==> src/rtl/opb_reg_pkg.sv <==
// Shared types and helpers for the OPB software-register slaves.
package opb_reg_pkg;

  typedef enum logic [1:0] {IDLE = 2'd0, ACK = 2'd1, HOLD = 2'd2} state_t;

  localparam int OFF_DATA   = 0;
  localparam int OFF_STATUS = 1;

  // OPB numbers bits from the MSB (bit 0); user side numbers from the LSB.
  function automatic logic [31:0] bit_rev_in(input logic [0:31] d);
    logic [31:0] r;
    for (int i = 0; i < 32; i++) r[31-i] = d[i];
    return r;
  endfunction

  function automatic logic [0:31] bit_rev_out(input logic [31:0] u);
    logic [0:31] r;
    for (int i = 0; i < 32; i++) r[i] = u[31-i];
    return r;
  endfunction

  // BE[k] owns user byte [31-8k : 24-8k].
  function automatic logic [31:0] byte_merge(input logic [31:0] old_v,
                                             input logic [31:0] new_v,
                                             input logic [0:3]  be);
    logic [31:0] r;
    r = old_v;
    for (int k = 0; k < 4; k++)
      if (be[k]) r[31-8*k -: 8] = new_v[31-8*k -: 8];
    return r;
  endfunction

endpackage

==> src/rtl/opb_slave_ack_fsm.sv <==
// Address-window decode and IDLE/ACK/HOLD handshake for a single-word-ack OPB slave.
module opb_slave_ack_fsm
  import opb_reg_pkg::*;
#(
  parameter logic [31:0] C_BASEADDR   = 32'h0000_0000,
  parameter logic [31:0] C_HIGHADDR   = 32'h0000_00FF,
  parameter int          C_OPB_AWIDTH = 32,
  localparam int         OW           = C_OPB_AWIDTH - 2
) (
  input  logic                    i_clk,
  input  logic                    i_rst_n,
  input  logic [0:C_OPB_AWIDTH-1] i_abus,
  input  logic                    i_rnw,
  input  logic                    i_select,
  output logic                    o_start,
  output logic [OW-1:0]           o_off,
  output logic                    o_ack,
  output logic                    o_wr_stb
);

  localparam logic [C_OPB_AWIDTH-1:0] LP_BASE = C_BASEADDR[C_OPB_AWIDTH-1:0];
  localparam logic [C_OPB_AWIDTH-1:0] LP_SPAN = C_HIGHADDR[C_OPB_AWIDTH-1:0] - LP_BASE;

  state_t                  r_state, w_nxt;
  logic [C_OPB_AWIDTH-1:0] w_rel;
  logic                    w_hit;
  logic                    r_ack, r_wr_stb;
  logic                    w_unused_lsb;

  // Below-base addresses wrap to a large offset and fall outside the span.
  assign w_rel        = i_abus - LP_BASE;
  assign w_hit        = i_select && (w_rel <= LP_SPAN);
  assign w_unused_lsb = ^w_rel[1:0];

  always_ff @(posedge i_clk or negedge i_rst_n)
    if (!i_rst_n) r_state <= IDLE;
    else          r_state <= w_nxt;

  always_comb begin
    w_nxt = r_state;
    unique case (r_state)
      IDLE:    if (w_hit) w_nxt = ACK;
      ACK:     w_nxt = HOLD;
      HOLD:    if (!i_select) w_nxt = IDLE;
      default: w_nxt = IDLE;
    endcase
  end

  always_comb begin
    o_start = (r_state == IDLE) && w_hit;
    o_off   = w_rel[C_OPB_AWIDTH-1:2];
  end

  always_ff @(posedge i_clk or negedge i_rst_n)
    if (!i_rst_n) begin
      r_ack    <= 1'b0;
      r_wr_stb <= 1'b0;
    end else begin
      r_ack    <= o_start;
      r_wr_stb <= o_start && !i_rnw && (o_off == OW'(OFF_DATA));
    end

  assign o_ack    = r_ack;
  assign o_wr_stb = r_wr_stb;

endmodule

==> src/rtl/opb_register_ppc2simulink.sv <==
// OPB write-direction software register: PPC-written data word, update strobe, write counter.
module opb_register_ppc2simulink
  import opb_reg_pkg::*;
#(
  parameter logic [31:0] C_BASEADDR   = 32'h0000_0000,
  parameter logic [31:0] C_HIGHADDR   = 32'h0000_00FF,
  parameter int          C_OPB_AWIDTH = 32,
  parameter int          C_OPB_DWIDTH = 32,
  parameter logic [31:0] C_INIT_VALUE = 32'h0000_0000
) (
  input  logic                      OPB_Clk,
  input  logic                      OPB_Rst_n,
  input  logic [0:C_OPB_AWIDTH-1]   OPB_ABus,
  input  logic [0:C_OPB_DWIDTH/8-1] OPB_BE,
  input  logic [0:C_OPB_DWIDTH-1]   OPB_DBus,
  input  logic                      OPB_RNW,
  input  logic                      OPB_select,
  input  logic                      OPB_seqAddr,
  output logic [0:C_OPB_DWIDTH-1]   Sl_DBus,
  output logic                      Sl_xferAck,
  output logic                      Sl_errAck,
  output logic                      Sl_retry,
  output logic                      Sl_toutSup,
  output logic [31:0]               user_data_out,
  output logic                      user_data_valid
);

  localparam int OW = C_OPB_AWIDTH - 2;

  logic          w_start, w_ack, w_wr_stb, w_wr_data;
  logic [OW-1:0] w_off;
  logic [31:0]   r_data, r_rd, w_rd_mux;
  logic [15:0]   r_cnt;
  logic          w_unused;

  assign w_unused = OPB_seqAddr;

  opb_slave_ack_fsm #(
    .C_BASEADDR   (C_BASEADDR),
    .C_HIGHADDR   (C_HIGHADDR),
    .C_OPB_AWIDTH (C_OPB_AWIDTH)
  ) u_fsm (
    .i_clk    (OPB_Clk),
    .i_rst_n  (OPB_Rst_n),
    .i_abus   (OPB_ABus),
    .i_rnw    (OPB_RNW),
    .i_select (OPB_select),
    .o_start  (w_start),
    .o_off    (w_off),
    .o_ack    (w_ack),
    .o_wr_stb (w_wr_stb)
  );

  assign w_wr_data = w_start && !OPB_RNW && (w_off == OW'(OFF_DATA));

  always_comb begin
    w_rd_mux = '0;
    if (w_off == OW'(OFF_DATA))        w_rd_mux = r_data;
    else if (w_off == OW'(OFF_STATUS)) w_rd_mux = {16'h0000, r_cnt};
  end

  // Read data is captured only on the start edge, so it is nonzero only while acking.
  always_ff @(posedge OPB_Clk or negedge OPB_Rst_n)
    if (!OPB_Rst_n) begin
      r_data <= C_INIT_VALUE;
      r_cnt  <= '0;
      r_rd   <= '0;
    end else begin
      r_rd <= (w_start && OPB_RNW) ? w_rd_mux : '0;
      if (w_wr_data) begin
        r_data <= byte_merge(r_data, bit_rev_in(OPB_DBus), OPB_BE);
        r_cnt  <= r_cnt + 16'd1;
      end
    end

  assign Sl_DBus         = bit_rev_out(r_rd);
  assign Sl_xferAck      = w_ack;
  assign Sl_errAck       = 1'b0;
  assign Sl_retry        = 1'b0;
  assign Sl_toutSup      = 1'b0;
  assign user_data_out   = r_data;
  assign user_data_valid = w_wr_stb;

endmodule

==> config.mk <==
export PLATFORM = sky130hd
export DESIGN_NAME = opb_register_ppc2simulink
export DESIGN_NICKNAME = d
export VERILOG_FILES = /design/src/rtl/opb_reg_pkg.sv /design/src/rtl/opb_slave_ack_fsm.sv /design/src/rtl/opb_register_ppc2simulink.sv
export SDC_FILE = /design/constraint.sdc
export NUM_CORES = 1
export LEC_CHECK = 0
export ABC_AREA = 1
export BUFFER_PORTS_ARGS = -buffer_cell sky130_fd_sc_hd__buf_4
export CAP_MARGIN = 20
export CORE_MARGIN = 1.5
export CORE_UTILIZATION = 45
export DETAILED_ROUTE_END_ITERATION = 10
export PLACE_DENSITY = 0.8
export SLEW_MARGIN = 20
export SYNTH_ARGS = -nofsm -noshare
export SYNTH_HDL_FRONTEND = slang
export SYNTH_SLANG_ARGS = --single-unit
export TNS_END_PERCENT = 10
==> constraint.sdc <==
create_clock -name OPB_Clk -period 1.8 [get_ports OPB_Clk]
set_input_delay 0.36 -clock OPB_Clk [delete_from_list [all_inputs] [get_ports OPB_Clk]]
set_output_delay 0.36 -clock OPB_Clk [all_outputs]
set_load 0.005 [all_outputs]
==> results of run 1 <==
[flip-flops by register name, indices dropped and copies added (netlist names)]
register and count:
user_data_out 32, u_fsm.o_ack 1, Sl_DBus 32, u_fsm.r_state 2
u_fsm.o_wr_stb 1, r_cnt 16
[layer usage]
layer  vias up  global-route usage (%)  wire length, um  part of all wire [%]
met5         -                       0                0                     0
met4         0                    7.92              204                   2.0
met3        20                    4.82              548                   5.4
met2       123                    37.1             5170                    51
met1      1768                    28.2             4270                    42
li1       1785                       -                -                     -
[power by group through the flow]
stage / Combinational, mW / Clock, mW / Sequential, mW
2_1_floorplan: 0.0398 / 0 / 1.93
3_3_place_gp: 0.201 / 0 / 1.93
3_5_place_dp: 0.205 / 0 / 1.93
4_1_cts: 0.206 / 1.46 / 1.89
5_1_grt: 0.226 / 1.55 / 1.89
6_report: 0.204 / 1.44 / 1.89
[placed cells by master (no fill, tap or decap), types with 3 or more instances in the layout]
cell type and instances:
a21oi_1 16, nand4_1 53, inv_1 23, nor2_1 30, nand2_1 137, conb_1 3, dfrtp_1 84, inv_6 3
nand3_1 34, buf_12 6, nor2_2 4, buf_4 164, clkbuf_8 11, nand3_2 3, nor3b_2 14
[timing repair]
item                       in CTS  in global routing
resized for setup               0                  6
setup endpoints to repair       0                 43
setup buffers                   0                  5
[critical path, cell delays in order, from the launching register on]
cell,delay [ns]
dfrtp_1,0.40
nor2_2,0.14
nand3_1,0.10
nor2_2,0.16
nand2_4,0.08
nor2_8,0.18
buf_4,0.16
nand3_2,0.15
nand2_1,0.11
nand2_1,0.06
[path summary, 6_finish.rpt]
kind	from	to	depth (start not counted)
setup / recovery	u_fsm.r_state[0]	user_data_out[16]	9
hold / removal	OPB_Rst_n	Sl_DBus[3]	2
setup reg to reg	u_fsm.r_state[0]	user_data_out[16]	9
hold reg to reg	user_data_out[26]	user_data_out[26]	2
max in group asynchronous	OPB_Rst_n	r_cnt[14]	2
min in group OPB_Clk	OPB_DBus[31]	user_data_out[0]	3
[stage by stage]
stage | TNS, ns | hold slack (ns)
after floorplan | 0 | 0.0644
after global placement | -2.11 | 0.421
after detailed placement | -3.99 | 0.427
after CTS | 0 | 0.0391
after global routing | 0 | 0.0437
final | 0 | 0.0243
[kinds of logic (layout without fill, tap and decap cells)]
group                    count (synthesis)  in the layout  synth area share, %
AO/OA/AOI/OAI                           17             17                 2.20
XOR/XNOR                                 2              2                0.439
adder cells (fa/ha/maj)                  1              1                0.314
other                                    1              3               0.0940
buffers and inverters                   53            212                 7.59
flip-flops                              84             84                 52.7
AND/OR/NAND/NOR                        288            288                 36.7
[layout make-up]
| cell class | count | share of cell area [%] |
|---|---|---|
| Timing Repair Buffer | 170 | 24.5 |
| Multi-Input combinational cell | 311 | 29.3 |
| Clock inverter | 5 | 1.18 |
| Sequential cell | 84 | 38.1 |
| Clock buffer | 11 | 2.74 |
| Tap cell | 108 | 2.45 |
| Inverter | 26 | 1.79 |
==> impl_metrics.tcl, run 1 <==
set metrics [dict create \
    yosysSeqAreaShare_pct 52.7 \
    worstPathArrival_ns 1.90 \
    final-hold-violation-count 0 \
    synth_largest_area_cell "dfrtp_1" \
    cts_buffer_depth 2 \
    die_area_um2 9440 \
    layout-drive-gt1-share_pct 35.9 \
    synth_edf_count 0 \
    htree_levels 3 \
    ys_warn_count 0 \
    synth_area_leaders "dfrtp_1 (53%), nand2_1 (13%), nand4_1 (8.3%)" \
    required_ns 2.04 \
    clock_latency_ns 0.35 \
    drcViolationCount 0 \
    vdd_ir_drop_max_v 0.000510 \
    root_buffer "clkbuf_8" \
    vias_per_cell 5.17 \
    grt_pass1_vias 3661 \
    setup_viol 0 \
    min_period_ns 1.65 \
    dp_cells 694 \
    wl_um 10200 \
    combPwrFrac_pct 5.8 \
    areaGrowthSynthToFinish_pct 38.4 \
    final_util_pct 63.9 \
    core_area_um2 8640 \
    drt-pass1-iter-count 4 \
    antenna_left 0 \
    pre_cts_ws_ns -0.172 \
    globalRouteTotalUtil_pct 22.1 \
    clk_pin_slew_ns 0.09 \
    clockPowerShare_pct 40.8 \
    p_leak_nw 2.89 \
    rows 34 \
    rrSetupSlack_ns 0.15 \
    num_io_pins 142 \
    outcome "finished, final reports clean" \
    synth.distinct_cells 27 \
    ys_async_sr_fraction_pct 100 \
    antenna_found_initial 0 \
    placed_area_um2 5240 \
    fmaxAchievable_ghz 0.605 \
    power_mw 3.54 \
    fill_cells 692 \
    fin_cells 715 \
    netlist_top_cells_count "nand2_1 (137), dfrtp_1 (84), nand4_1 (53)" \
    synth_top_cell_area_share_pct 52.7 \
    criticalPathCategory "register to register" \
    place_congestion 0.868 \
    drv_slew 0 \
    period_share_pct 91.8 \
    synthFlopType "dfrtp_1" \
    multiInputGateArea_um2 1620 \
    syn_area_um2 3990 \
    diodes 0 \
    cp_max_fo 8 \
    syn_avg_cell_area_um2 8.94 \
    p_switching_mw 0.803 \
    drt_iter0_drc 159 \
    grt_pass1_wl_um 17300 \
    vias 3696 \
    timing.max_cap.violations 0 \
    synth_cells 446 \
    fp.dieH_um 97.2 \
    yosys.cell_count.top_type "nand2_1" \
    seq_area_um2 2100 \
    grt_max_degree 85 \
    ys_ff_latch 84 \
    grt_overflow 0 \
    worstSetupEndpointType "register" \
    port_buffers 135 \
    numCtsBuffers 9 \
    setup_slack_ns 0.148 \
    start_kind "register" \
    floorplan.initialDensity_pct 46.2 \
    cellPowerDensity_nw_per_um2 641 \
    timing.clock.skew_ns 0.00797 \
    cts.sinks 84 \
    intPower_mw 2.73 \
    num-nets-final 676 \
    rsz0062_at_grt "false" \
    tritoncts "done" \
    wl_per_cell_um 14.3 \
    postLayoutCellArea_um2 5520 \
    hold_buffers 0 \
    hp-class "input pin to asynchronous set/reset pin" \
    dieWidth_um 97.2 \
    switching_share_pct 22.7 \
    seq_power_share_pct 53.4 \
    dp_hpwl_um 7230 \
]
Power figures use the tool's default switching activity.
==> run 2, diff against run 1 <==
--- a/config.mk
+++ b/config.mk
@@ -9,9 +9,9 @@
 export BUFFER_PORTS_ARGS = -buffer_cell sky130_fd_sc_hd__buf_4
 export CAP_MARGIN = 20
 export CORE_MARGIN = 1.5
-export CORE_UTILIZATION = 45
+export CORE_UTILIZATION = 50
 export DETAILED_ROUTE_END_ITERATION = 10
-export PLACE_DENSITY = 0.8
+export PLACE_DENSITY = 0.87
 export SLEW_MARGIN = 20
 export SYNTH_ARGS = -nofsm -noshare
 export SYNTH_HDL_FRONTEND = slang
==> run 2 against run 1 <==
Compared with the run above: utilization increased by 7.5 points; power increased by 3.0%; clock power increased by 7%; count of clock-buffer cells in the layout decreased by 2; sequential power about the same; non-clock buffer count decreased by 3; sequential share of layout area about the same; die area decreased by 9.7%; wire length increased by 6.7%; clock skew increased by 0.00088 ns; cell count decreased by 1.3%; critical path type unchanged; final area about the same.
==> impl_metrics.tcl, run 2 (synthesized netlist as in run 1, its figures left out) <==
set metrics [dict create \
    outcome "finished, final reports clean" \
    diodes 0 \
    drt_iter0_drc 343 \
    vias 3929 \
    final_util_pct 71.5 \
    vias_per_cell 5.57 \
    cts_buffer_depth 2 \
    fp.dieH_um 92.3 \
    criticalPathCategory "register to register" \
    fmaxAchievable_ghz 0.582 \
    start_kind "register" \
    crit_chain "nor2_4 > nand3_1 > nor2_2 > nand2_4 > nor2_8 > buf_12 > buf_4 > nand3_1 > nand2_1 > nand2_1" \
    dieWidth_um 92.3 \
    grt_pass1_wl_um 17500 \
    switching_share_pct 22.9 \
    multiInputGateArea_um2 1620 \
    port_buffers 135 \
    worstSetupEndpointType "register" \
    num_io_pins 142 \
    cellPowerDensity_nw_per_um2 660 \
    core_area_um2 7730 \
    tritoncts "done" \
    globalRouteTotalUtil_pct 26.3 \
    required_ns 2.05 \
    antenna_left 0 \
    drv_slew 0 \
    root_buffer "clkbuf_8" \
    clk_pin_slew_ns 0.09 \
    num-nets-final 673 \
    timing.max_cap.violations 0 \
    p_switching_mw 0.834 \
    dp_hpwl_um 7690 \
    intPower_mw 2.81 \
    grt_pass1_vias 3689 \
    seq_power_share_pct 51.9 \
    die_area_um2 8520 \
    place_congestion 0.829 \
    setup_viol 0 \
    drt-pass1-iter-count 5 \
    seq_area_um2 2100 \
    final_common_cell "buf_4" \
    numCtsBuffers 9 \
    areaGrowthSynthToFinish_pct 38.4 \
    drcViolationCount 0 \
    wl_um 10900 \
    wl_per_cell_um 15.4 \
    rows 32 \
    timing.clock.skew_ns 0.00885 \
    period_share_pct 95.5 \
    vdd_ir_drop_max_v 0.000471 \
    final_cell_mix "buf_4 (159), nand2_1 (137), dfrtp_1 (83), nand4_1 (53), nand3_1 (34)" \
    p_leak_nw 2.88 \
    clockPowerShare_pct 42.4 \
    grt_max_degree 42 \
    fill_cells 507 \
    worstPathArrival_ns 1.97 \
    clock_latency_ns 0.36 \
    cpPeakStageDelay_ns 0.41 \
    grt_overflow 0 \
    floorplan.initialDensity_pct 51.6 \
    antenna_found_initial 0 \
    final-hold-violation-count 0 \
    hold_slack_ns 0.254 \
    layout-drive-gt1-share_pct 35.4 \
    combPwrFrac_pct 5.7 \
    hp-class "input pin to register" \
    slowest_stage "dfrtp_1" \
    cp_max_fo 9 \
    final.setup.tns_ns 0 \
    cts.sinks 84 \
    htree_levels 3 \
    min_period_ns 1.72 \
]
-- run 2: cell types whose count changed in the layout (fill, tap and decap cells not counted), moves of 2 or more --
cell      change
inv_8         +2
clkbuf_8      -2
nor2_2        -2
buf_4         -5
-- run 2: worst paths after layout --
check                             startpoint           endpoint  slack, ns  cells past startpoint
max                         u_fsm.r_state[0]           r_cnt[5]       0.08                     10
min                             OPB_DBus[17]  user_data_out[14]       0.25                      3
max reg2reg                 u_fsm.r_state[0]           r_cnt[5]       0.08                     10
min reg2reg                user_data_out[25]  user_data_out[25]       0.50                      2
max in group asynchronous          OPB_Rst_n        Sl_DBus[25]       0.76                      3
min in group asynchronous          OPB_Rst_n  user_data_out[28]       0.48                      2
-- run 2: routing by layer --
layer | vias up | GRT usage [%] | wire [um]
li1 | 1790 | - | -
met1 | 1883 | 32.5 | 4120
met2 | 222 | 45.4 | 5630
met5 | - | 0 | 0
met3 | 34 | 4.35 | 847
met4 | 0 | 11.5 | 283
-- run 2: cell type report --
type | instances | share of cell area, %
clock buffer | 9 | 2.24
clock inverter | 7 | 1.90
inverter | 26 | 1.79
multi-input combinational | 311 | 29.3
sequential | 84 | 38.1
tap | 102 | 2.31
timing repair buffer | 167 | 24.3
-- run 2: timing repair --
action,CTS,global route
hold endpoints to repair,32,0
pin swaps,0,1
buffers inserted,0,3
hold buffers,1,0
endpoints found under the setup margin,25,45
resized for setup,3,4
-- run 2: critical path: cells and delay by family, from the launching register on --
family / cells / cell delay, ns
DFF: 1 / 0.41
buffers and inverters: 2 / 0.30
and+or+nand+nor: 8 / 0.91
-- run 2: metrics by stage --
step	setup WS [ns]	power [mW]	area, um^2	cells
after global placement	-0.0903	2.13	5220	686
after CTS	-0.0218	3.66	5470	703
after global routing	-0.00470	3.77	5520	706
after floorplan	0.291	1.97	4000	448
after detailed placement	-0.220	2.13	5220	686
final	0.0805	3.64	5520	706
-- run 2: power by group through the flow --
stage | combinational [mW] | sequential (mW) | clock, mW
3_5_place_dp | 0.206 | 1.93 | 0
4_1_cts | 0.210 | 1.89 | 1.56
3_3_place_gp | 0.202 | 1.93 | 0
2_1_floorplan | 0.0398 | 1.93 | 0
6_report | 0.209 | 1.89 | 1.54
5_1_grt | 0.229 | 1.89 | 1.66
